### config.mk
export PLATFORM = sky130hd
export DESIGN_NAME = mesa_update_arbiter
export DESIGN_NICKNAME = d
export VERILOG_FILES = /design/src/rtl/mesa_update_arbiter.sv
export SDC_FILE = /design/constraint.sdc
export NUM_CORES = 1
export LEC_CHECK = 0
export ABC_AREA = 1
export BUFFER_PORTS_ARGS = -buffer_cell sky130_fd_sc_hd__buf_2
export CAP_MARGIN = 20
export CELL_PAD_IN_SITES_DETAIL_PLACEMENT = 1
export CELL_PAD_IN_SITES_GLOBAL_PLACEMENT = 2
export CORE_MARGIN = 3
export CORE_UTILIZATION = 29
export CTS_CLUSTER_DIAMETER = 120
export DETAILED_ROUTE_END_ITERATION = 16
export HOLD_SLACK_MARGIN = 0.15
export PLACE_DENSITY = 0.79
export SYNTH_ARGS = -nofsm -noshare
export SYNTH_HDL_FRONTEND = slang
export SYNTH_SLANG_ARGS = --single-unit
### constraint.sdc
create_clock -name clk -period 2.3 [get_ports clk]
set_input_delay 0.115 -clock clk [delete_from_list [all_inputs] [get_ports clk]]
set_output_delay 0.115 -clock clk [all_outputs]
set_load 0.01 [all_outputs]
### src/rtl/mesa_update_arbiter.sv
// Round-robin arbiter that feeds validated Libre/Ocupada/Reservada updates into a one-hot table bank.
// Optional macro RES_TIMEOUT_EN adds per-table reservation expiry driven by the tick pulse.
module mesa_update_arbiter #(
    parameter int NREQ      = 4,
    parameter int NMESA     = 4,
    parameter int MW        = 2,
    parameter int RES_TICKS = 60,
    parameter int TW        = 8
) (
    input  logic               clk,
    input  logic               rst_n,
    input  logic [NREQ-1:0]    req,
    input  logic [NREQ*MW-1:0] req_mesa,
    input  logic [NREQ*2-1:0]  req_est,
    input  logic               tick,
    output logic [NREQ-1:0]    ack,
    output logic [NREQ-1:0]    nack,
    output logic [NMESA-1:0]   M_L,
    output logic [NMESA-1:0]   M_O,
    output logic [NMESA-1:0]   M_R,
    output logic [NMESA-1:0]   expired
);

    localparam int PW = (NREQ > 1) ? $clog2(NREQ) : 1;

    typedef enum logic [1:0] {
        EST_L   = 2'd0,
        EST_O   = 2'd1,
        EST_R   = 2'd2,
        EST_BAD = 2'd3
    } est_e;

    function automatic logic [PW-1:0] wrap_idx(input int v);
        return PW'(v % NREQ);
    endfunction

    logic [PW-1:0]    ptr;
    logic [PW-1:0]    sel;
    logic             found;
    logic             gnt_vld;
    logic [PW-1:0]    gnt_idx;
    logic [MW-1:0]    gnt_mesa;
    est_e             gnt_est;
    logic [NREQ-1:0]  inflight;
    logic [NREQ-1:0]  elig;
    logic [NMESA-1:0] hit;
    logic [NMESA-1:0] wr;
    logic [NMESA-1:0] expire;
    logic             accept;

    // The in-flight grant is masked as well, so a held req is not granted twice before its ack.
    always_comb begin
        inflight = '0;
        if (gnt_vld) inflight[gnt_idx] = 1'b1;
    end

    assign elig = req & ~ack & ~nack & ~inflight;

    always_comb begin
        found = 1'b0;
        sel   = '0;
        for (int k = 0; k < NREQ; k++) begin
            if (!found && elig[wrap_idx(int'(ptr) + k)]) begin
                found = 1'b1;
                sel   = wrap_idx(int'(ptr) + k);
            end
        end
    end

    always_ff @(posedge clk or negedge rst_n) begin
        if (!rst_n) begin
            ptr      <= '0;
            gnt_vld  <= 1'b0;
            gnt_idx  <= '0;
            gnt_mesa <= '0;
            gnt_est  <= EST_L;
        end else begin
            gnt_vld <= found;
            if (found) begin
                gnt_idx  <= sel;
                gnt_mesa <= req_mesa[int'(sel)*MW +: MW];
                gnt_est  <= est_e'(req_est[int'(sel)*2 +: 2]);
                ptr      <= wrap_idx(int'(sel) + 1);
            end
        end
    end

    // An out-of-range index matches no table, so it is rejected like an illegal state code.
    always_comb begin
        hit = '0;
        for (int t = 0; t < NMESA; t++) begin
            hit[t] = gnt_vld && (gnt_mesa == MW'(t));
        end
        accept = (|hit) && (gnt_est != EST_BAD)
                 && !((|(hit & M_O)) && (gnt_est == EST_R));
        wr     = accept ? hit : '0;
    end

    always_ff @(posedge clk or negedge rst_n) begin
        if (!rst_n) begin
            ack  <= '0;
            nack <= '0;
        end else begin
            ack  <= accept ? inflight : '0;
            nack <= (gnt_vld && !accept) ? inflight : '0;
        end
    end

    always_ff @(posedge clk or negedge rst_n) begin
        if (!rst_n) begin
            M_L <= '1;
            M_O <= '0;
            M_R <= '0;
        end else begin
            for (int t = 0; t < NMESA; t++) begin
                if (wr[t]) begin
                    M_L[t] <= (gnt_est == EST_L);
                    M_O[t] <= (gnt_est == EST_O);
                    M_R[t] <= (gnt_est == EST_R);
                end else if (expire[t]) begin
                    M_L[t] <= 1'b1;
                    M_R[t] <= 1'b0;
                end
            end
        end
    end

`ifdef RES_TIMEOUT_EN
    logic [TW-1:0] cnt [NMESA];

    // A write on the same edge wins over an expiry of the same table.
    always_comb begin
        expire = '0;
        for (int t = 0; t < NMESA; t++) begin
            expire[t] = tick && M_R[t] && (cnt[t] == TW'(1)) && !wr[t];
        end
    end

    always_ff @(posedge clk or negedge rst_n) begin
        if (!rst_n) begin
            for (int t = 0; t < NMESA; t++) cnt[t] <= '0;
            expired <= '0;
        end else begin
            for (int t = 0; t < NMESA; t++) begin
                if (wr[t]) begin
                    cnt[t] <= (gnt_est == EST_R) ? TW'(RES_TICKS) : '0;
                end else if (tick && M_R[t] && (cnt[t] != '0)) begin
                    cnt[t] <= cnt[t] - TW'(1);
                end
            end
            expired <= expire;
        end
    end
`else
    localparam int unused_cfg = RES_TICKS + TW;
    logic unused_tick;

    assign unused_tick = tick;
    assign expire      = '0;
    assign expired     = '0;
`endif

endmodule

# Word level (Yosys, flattened, before mapping)
# Cells that the tools add are included.
# op_classes
shift	2
reduce_logical	21
muxes	22
add_sub_neg	4
magnitude_cmp	6
eq_ne	6
bitwise	7
# ops
cell	count
4-bit AND	4
4-bit 2-to-1 mux	4
8-bit by 4-bit variable part select with 2-bit output	2
2-bit by 3-bit < comparator with 1-bit output, second input constant	5
1-bit logical AND	12
4-bit inverter	3
1-bit 2-to-1 mux	9
1-bit binary-select mux with 2-bit select	4
2-bit 2-to-1 mux	4
4-bit OR reduction	2
2-bit equality test, second input constant	3
1-bit logical NOT	5
2-bit by 1-bit adder with 2-bit output, second input constant	2
2-bit adder, second input constant	2
2-bit by 1-bit equality test with 1-bit output, second input constant	2
2-bit logical NOT	2
1-bit demux with 2-bit select	1
2-bit by 1-bit greater-or-equal comparator with 1-bit output, second input constant	1
2-bit != test, second input constant	1
# word_totals
word_cells	87
register_bits	29
input_bits	23
output_inout_bits	24

# Depth between registers and ports, before layout
# logic_depth
ltp_word	20
mapped_depth	16
depth_no_buf	16

# Worst setup path after synthesis
# No wires, ideal clock.
# synth_path
path_type	reg2reg
start	reg ptr[0]
end	reg gnt_est[0]
arrival_time_ns	1.614
path_buffers	2
stages_incl_launch_ff	11
period_less_slack_ns	1.745
setup_ns	0.130
slack_ns	0.555
t_required_ns	2.170
cell_sequence	dfrtp_1 -> buf_6 -> xnor2_2 -> nand3_1 -> nand2_2 -> nand2_1 -> nand3_1 -> nand3_4 -> buf_8 -> o211ai_1 -> nand3_1
# synth_via
elab_chain_len	13
word_cells_on_any_way	26
classes_between	3 x add/sub; 1 x shift; 16 x mux; 6 x reduce/logical
# synth_lines
item	line_no	rtl
from (decl)	37	logic [PW-1:0] ptr;
from (signal assigned)	83	ptr <= wrap_idx(int'(sel) + 1);
parallel branches: the longest is 13 deep, another holds 2-bit by 1-bit adder with 2-bit output	--	
to (signal assigned)	82	gnt_est <= est_e'(req_est[int'(sel)*2 +: 2]);
to (decl)	43	est_e gnt_est;
# Parallel ways; which one is timed is not known. The select of a mux whose other input is x is not followed.
# A chain may end at the register's enable or synchronous reset.

# Worst setup path after layout
# layout_path
start	reg gnt_idx[1]
end	reg gnt_est[1]
# layout_via
elab_chain_len	20
word_cells_on_any_way	31
classes_between	2 x order compare; 1 x shift; 19 x mux; 2 x bitwise; 7 x reduce/logical
# layout_lines
item	line_no	rtl
from (decl)	41	logic [PW-1:0] gnt_idx;
from (signal assigned)	80	gnt_idx <= sel;
2-bit by 3-bit < comparator with 1-bit output (not written as such) / 2-bit by 1-bit greater-or-equal comparator with 1-bit output (equally long branches)	54	if (gnt_vld) inflight[gnt_idx] = 1'b1;
1-bit logical AND (not written as such)	54	
1-bit 2-to-1 mux (not written as such)	54	
1-bit demux with 2-bit select *	54	
4-bit 2-to-1 mux *	54	
4-bit inverter *	57	assign elig = req & ~ack & ~nack & ~inflight;
4-bit AND *	57	
1-bit binary-select mux with 2-bit select	63	if (!found && elig[wrap_idx(int'(ptr) + k)]) begin
[4 not listed]	--	
1-bit 2-to-1 mux	63	
1-bit logical NOT	63	
1-bit logical AND	63	
1-bit 2-to-1 mux	63	
1-bit logical NOT	63	
1-bit logical AND	63	
2-bit 2-to-1 mux	63	
8-bit by 4-bit variable part select with 2-bit output	82	
# Every way passes the cells marked *; elsewhere a longest branch is shown, timed or not. The select of a mux whose other input is x is not followed.

==> metrics.csv <==
stage;metric;value;unit
place;place_area;0.00188;mm^2
place;portBuffers;41;
place;dp_hpwl;3090;um
critical_path;arrival;2.14;ns
timing;period_minus_slack;1.99;ns
global_routing;grt_remaining_overflow;0;
floorplanning;num_rows;26;
synth;yosys_warnings;0;
route;routed_wl;3860;um
hold_path;hp-class;in -> reg;
synth;synth_area_leaders;dfrtp_1 38%, nand2_1 9.9%, nand3_1 7.1%;
job;max_cap_viol_count;0;
pwr;irDropWorstVdd;0.00101;V
critical_path;worstSetupPathType;reg -> reg;
cells_and_area;drive_above_1_share;0.292;
floorplanning;dieArea;0.00654;mm^2
cts;cts_tree;yes;
synth;synth_cell_type_count;28;
floorplanning;die_w;80.9;um
cts;h-tree-depth;2;
pwr;p_leak;1.09;nW
timing;hold_ws;0.170;ns
global_routing;antenna_found_initial;0;
floorplanning;core_area;0.00527;mm^2
synth;synth_top_area_cell;dfrtp_1;
route;drtAntennaViolNets;0;
pwr;p_per_area;1790;mW/mm^2
critical_path;critPathCaptureType;register;
timing;maxSlewViolCount;0;
critical_path;start_kind;register;
cts;cts_made_buffers;5;
timing;period_share;0.865;
route;drcViolationCount;0;
timing;setup_tns;0;ns
floorplanning;fp.dieH;80.9;um
global_routing;grt_use_total;0.132;
synth;synth_area;0.00163;mm^2
synth;ys_seq_elements;29;
timing;timing.fmax;0.503;GHz
cells_and_area;finish.instance_area;0.00208;mm^2
floorplanning;start_util;0.308;
synth;async_reset_ff_frac;1.00;
global_routing;grt_pass1_wl;6810;um
cells_and_area;diodes;0;
timing;worst_pin_slew;0.608;ns
outcome;status;finished clean;
synth;avgSynthCellArea;7.97;um^2
timing;setup_viol;0;
cts;cts_root_buf;clkbuf_8;
route;dr.pass1.iters;4;
cts;clockBufferDepth;2;
timing;final_hold_viol_count;0;
critical_path;critPathRequiredTime;2.45;ns
synth;synth_ff_type;dfrtp_1;
global_routing;grt_max_degree;30;
place;place_congestion;0.752;
synth;synth_top_area_frac;0.385;
synth;yosys-top-cells-count;43 x nand2_1, 27 x inv_1, 25 x dfrtp_1;
critical_path;critPathMaxFanout;13;
cells_and_area;layout.nets;282;
synth;syn_inst;204;
route;routedWlPerCell;11.7;um
route;num_vias;1469;
cts;path_clk_slew;0.06;ns
global_routing;grt_pass1_vias;1478;
synth;synth_edf_count;0;
floorplanning;io_pins;47;
route;drtIter0Drc;55;
synth;yosysMostFrequentCell;nand2_1;
cells_and_area;syn_to_final_growth;27.9;%
route;avgViaCountPerCell;4.45;
timing;finClkSkew;0.00318;ns
timing;relSlewSlack;0.595;
cts;clock_latency;0.27;ns
synth;yosysSeqAreaShare;0.450;
timing;grt_setup_unrepaired;false;
cts;cts_sinks;29;
[repair_timing]
item | CTS | global route
resized for setup | 0 | 1
endpoints found under the setup margin | 0 | 3
buffers inserted | 0 | 1
hold buffers | 7 | 0
hold endpoints to repair | 28 | 0
[layer usage]
metal,GRT usage,routed length [um]
met3,0.0211,219
met4,0.0507,40
met1,0.179,1930
met2,0.209,1670
met5,0,0
[registers in the layout, indices dropped and copies added, names as in the netlist]
name / flops
M_L: 4
M_O: 4
M_R: 4
ack: 4
gnt_est: 2
gnt_idx: 2
gnt_mesa: 2
gnt_vld: 1
nack: 4
ptr: 2
[path summary, 6_finish.rpt]
path	start	to	slack (ns)	cells after the start
setup / recovery	gnt_idx[1]$_DFFE_PN0P_	gnt_est[1]$_DFFE_PN0P_	0.31	11
hold / removal	req_est[0]	gnt_est[0]$_DFFE_PN0P_	0.17	5
setup reg to reg	gnt_idx[1]$_DFFE_PN0P_	gnt_est[1]$_DFFE_PN0P_	0.31	11
hold reg to reg	M_R[0]$_DFFE_PN0P_	M_R[0]$_DFFE_PN0P_	0.48	2
max in group asynchronous	rst_n	M_O[1]$_DFFE_PN0P_	1.51	2
min in group asynchronous	rst_n	M_O[0]$_DFFE_PN0P_	0.38	2
[cell type report]
type | count | area (um^2)
Clock inverter | 1 | 5.00
Inverter | 31 | 116
Clock buffer | 7 | 96.3
Fill cell | 651 | 3190
Tap cell | 70 | 87.6
Sequential cell | 29 | 731
Timing Repair Buffer | 52 | 318
Multi-Input combinational cell | 140 | 724
[power by group]
group | leakage [nW] | total [mW] | switching, mW | internal (mW)
logic | 0.683 | 2.33 | 1.43 | 0.894
registers | 0.351 | 0.942 | 0.171 | 0.772
clock network | 0.0542 | 0.450 | 0.181 | 0.270
[per-stage QoR]
step	utilization	setup WS, ns	power (mW)	std cells
floorplan	-	0.555	2.67	207
global placement	0.358	0.297	3.12	314
detailed placement	0.358	0.240	3.17	314
CTS	0.390	0.234	3.64	329
global route	0.394	0.0624	4.16	330
finish	0.394	0.310	3.72	330
[cells by family (layout without fill, tap and decap cells)]
group,after synthesis,in the layout,share of synthesized area
and+or+nand+nor,105,105,0.308
other,1,4,0.00231
AOI/OAI and AO/OA,30,30,0.117
DFF,29,29,0.450
buffers and inverters,38,91,0.113
xor gates and xnor gates,1,1,0.0100
[worst max-delay path, stage by stage, from the launching register on]
cell      delay (ns)
dfrtp_1         0.39
inv_1           0.10
nand3_1         0.16
nand3_1         0.17
nand2_2         0.11
o21ai_4         0.21
nand2_1         0.10
nand2_2         0.10
nand3_4         0.11
buf_12          0.16
o211ai_1        0.16
nand3_1         0.09
[cell usage in the layout (no fill, tap or decap), types with 2 or more instances in the layout]
master          n
nand2_1        42
buf_2          41
inv_1          27
dfrtp_1        25
nand3_1        23
nor2_1         22
o21ai_0        13
clkbuf_8        7
dlygate4sd3_1   7
a21oi_1         6
nand2_2         6
o211ai_1        6
dfstp_2         4
inv_2           4
nand4_1         4
conb_1          4
buf_4           3
nor3_1          2
nor3_2          2
No activity file was read; power rests on OpenSTA's default activity.
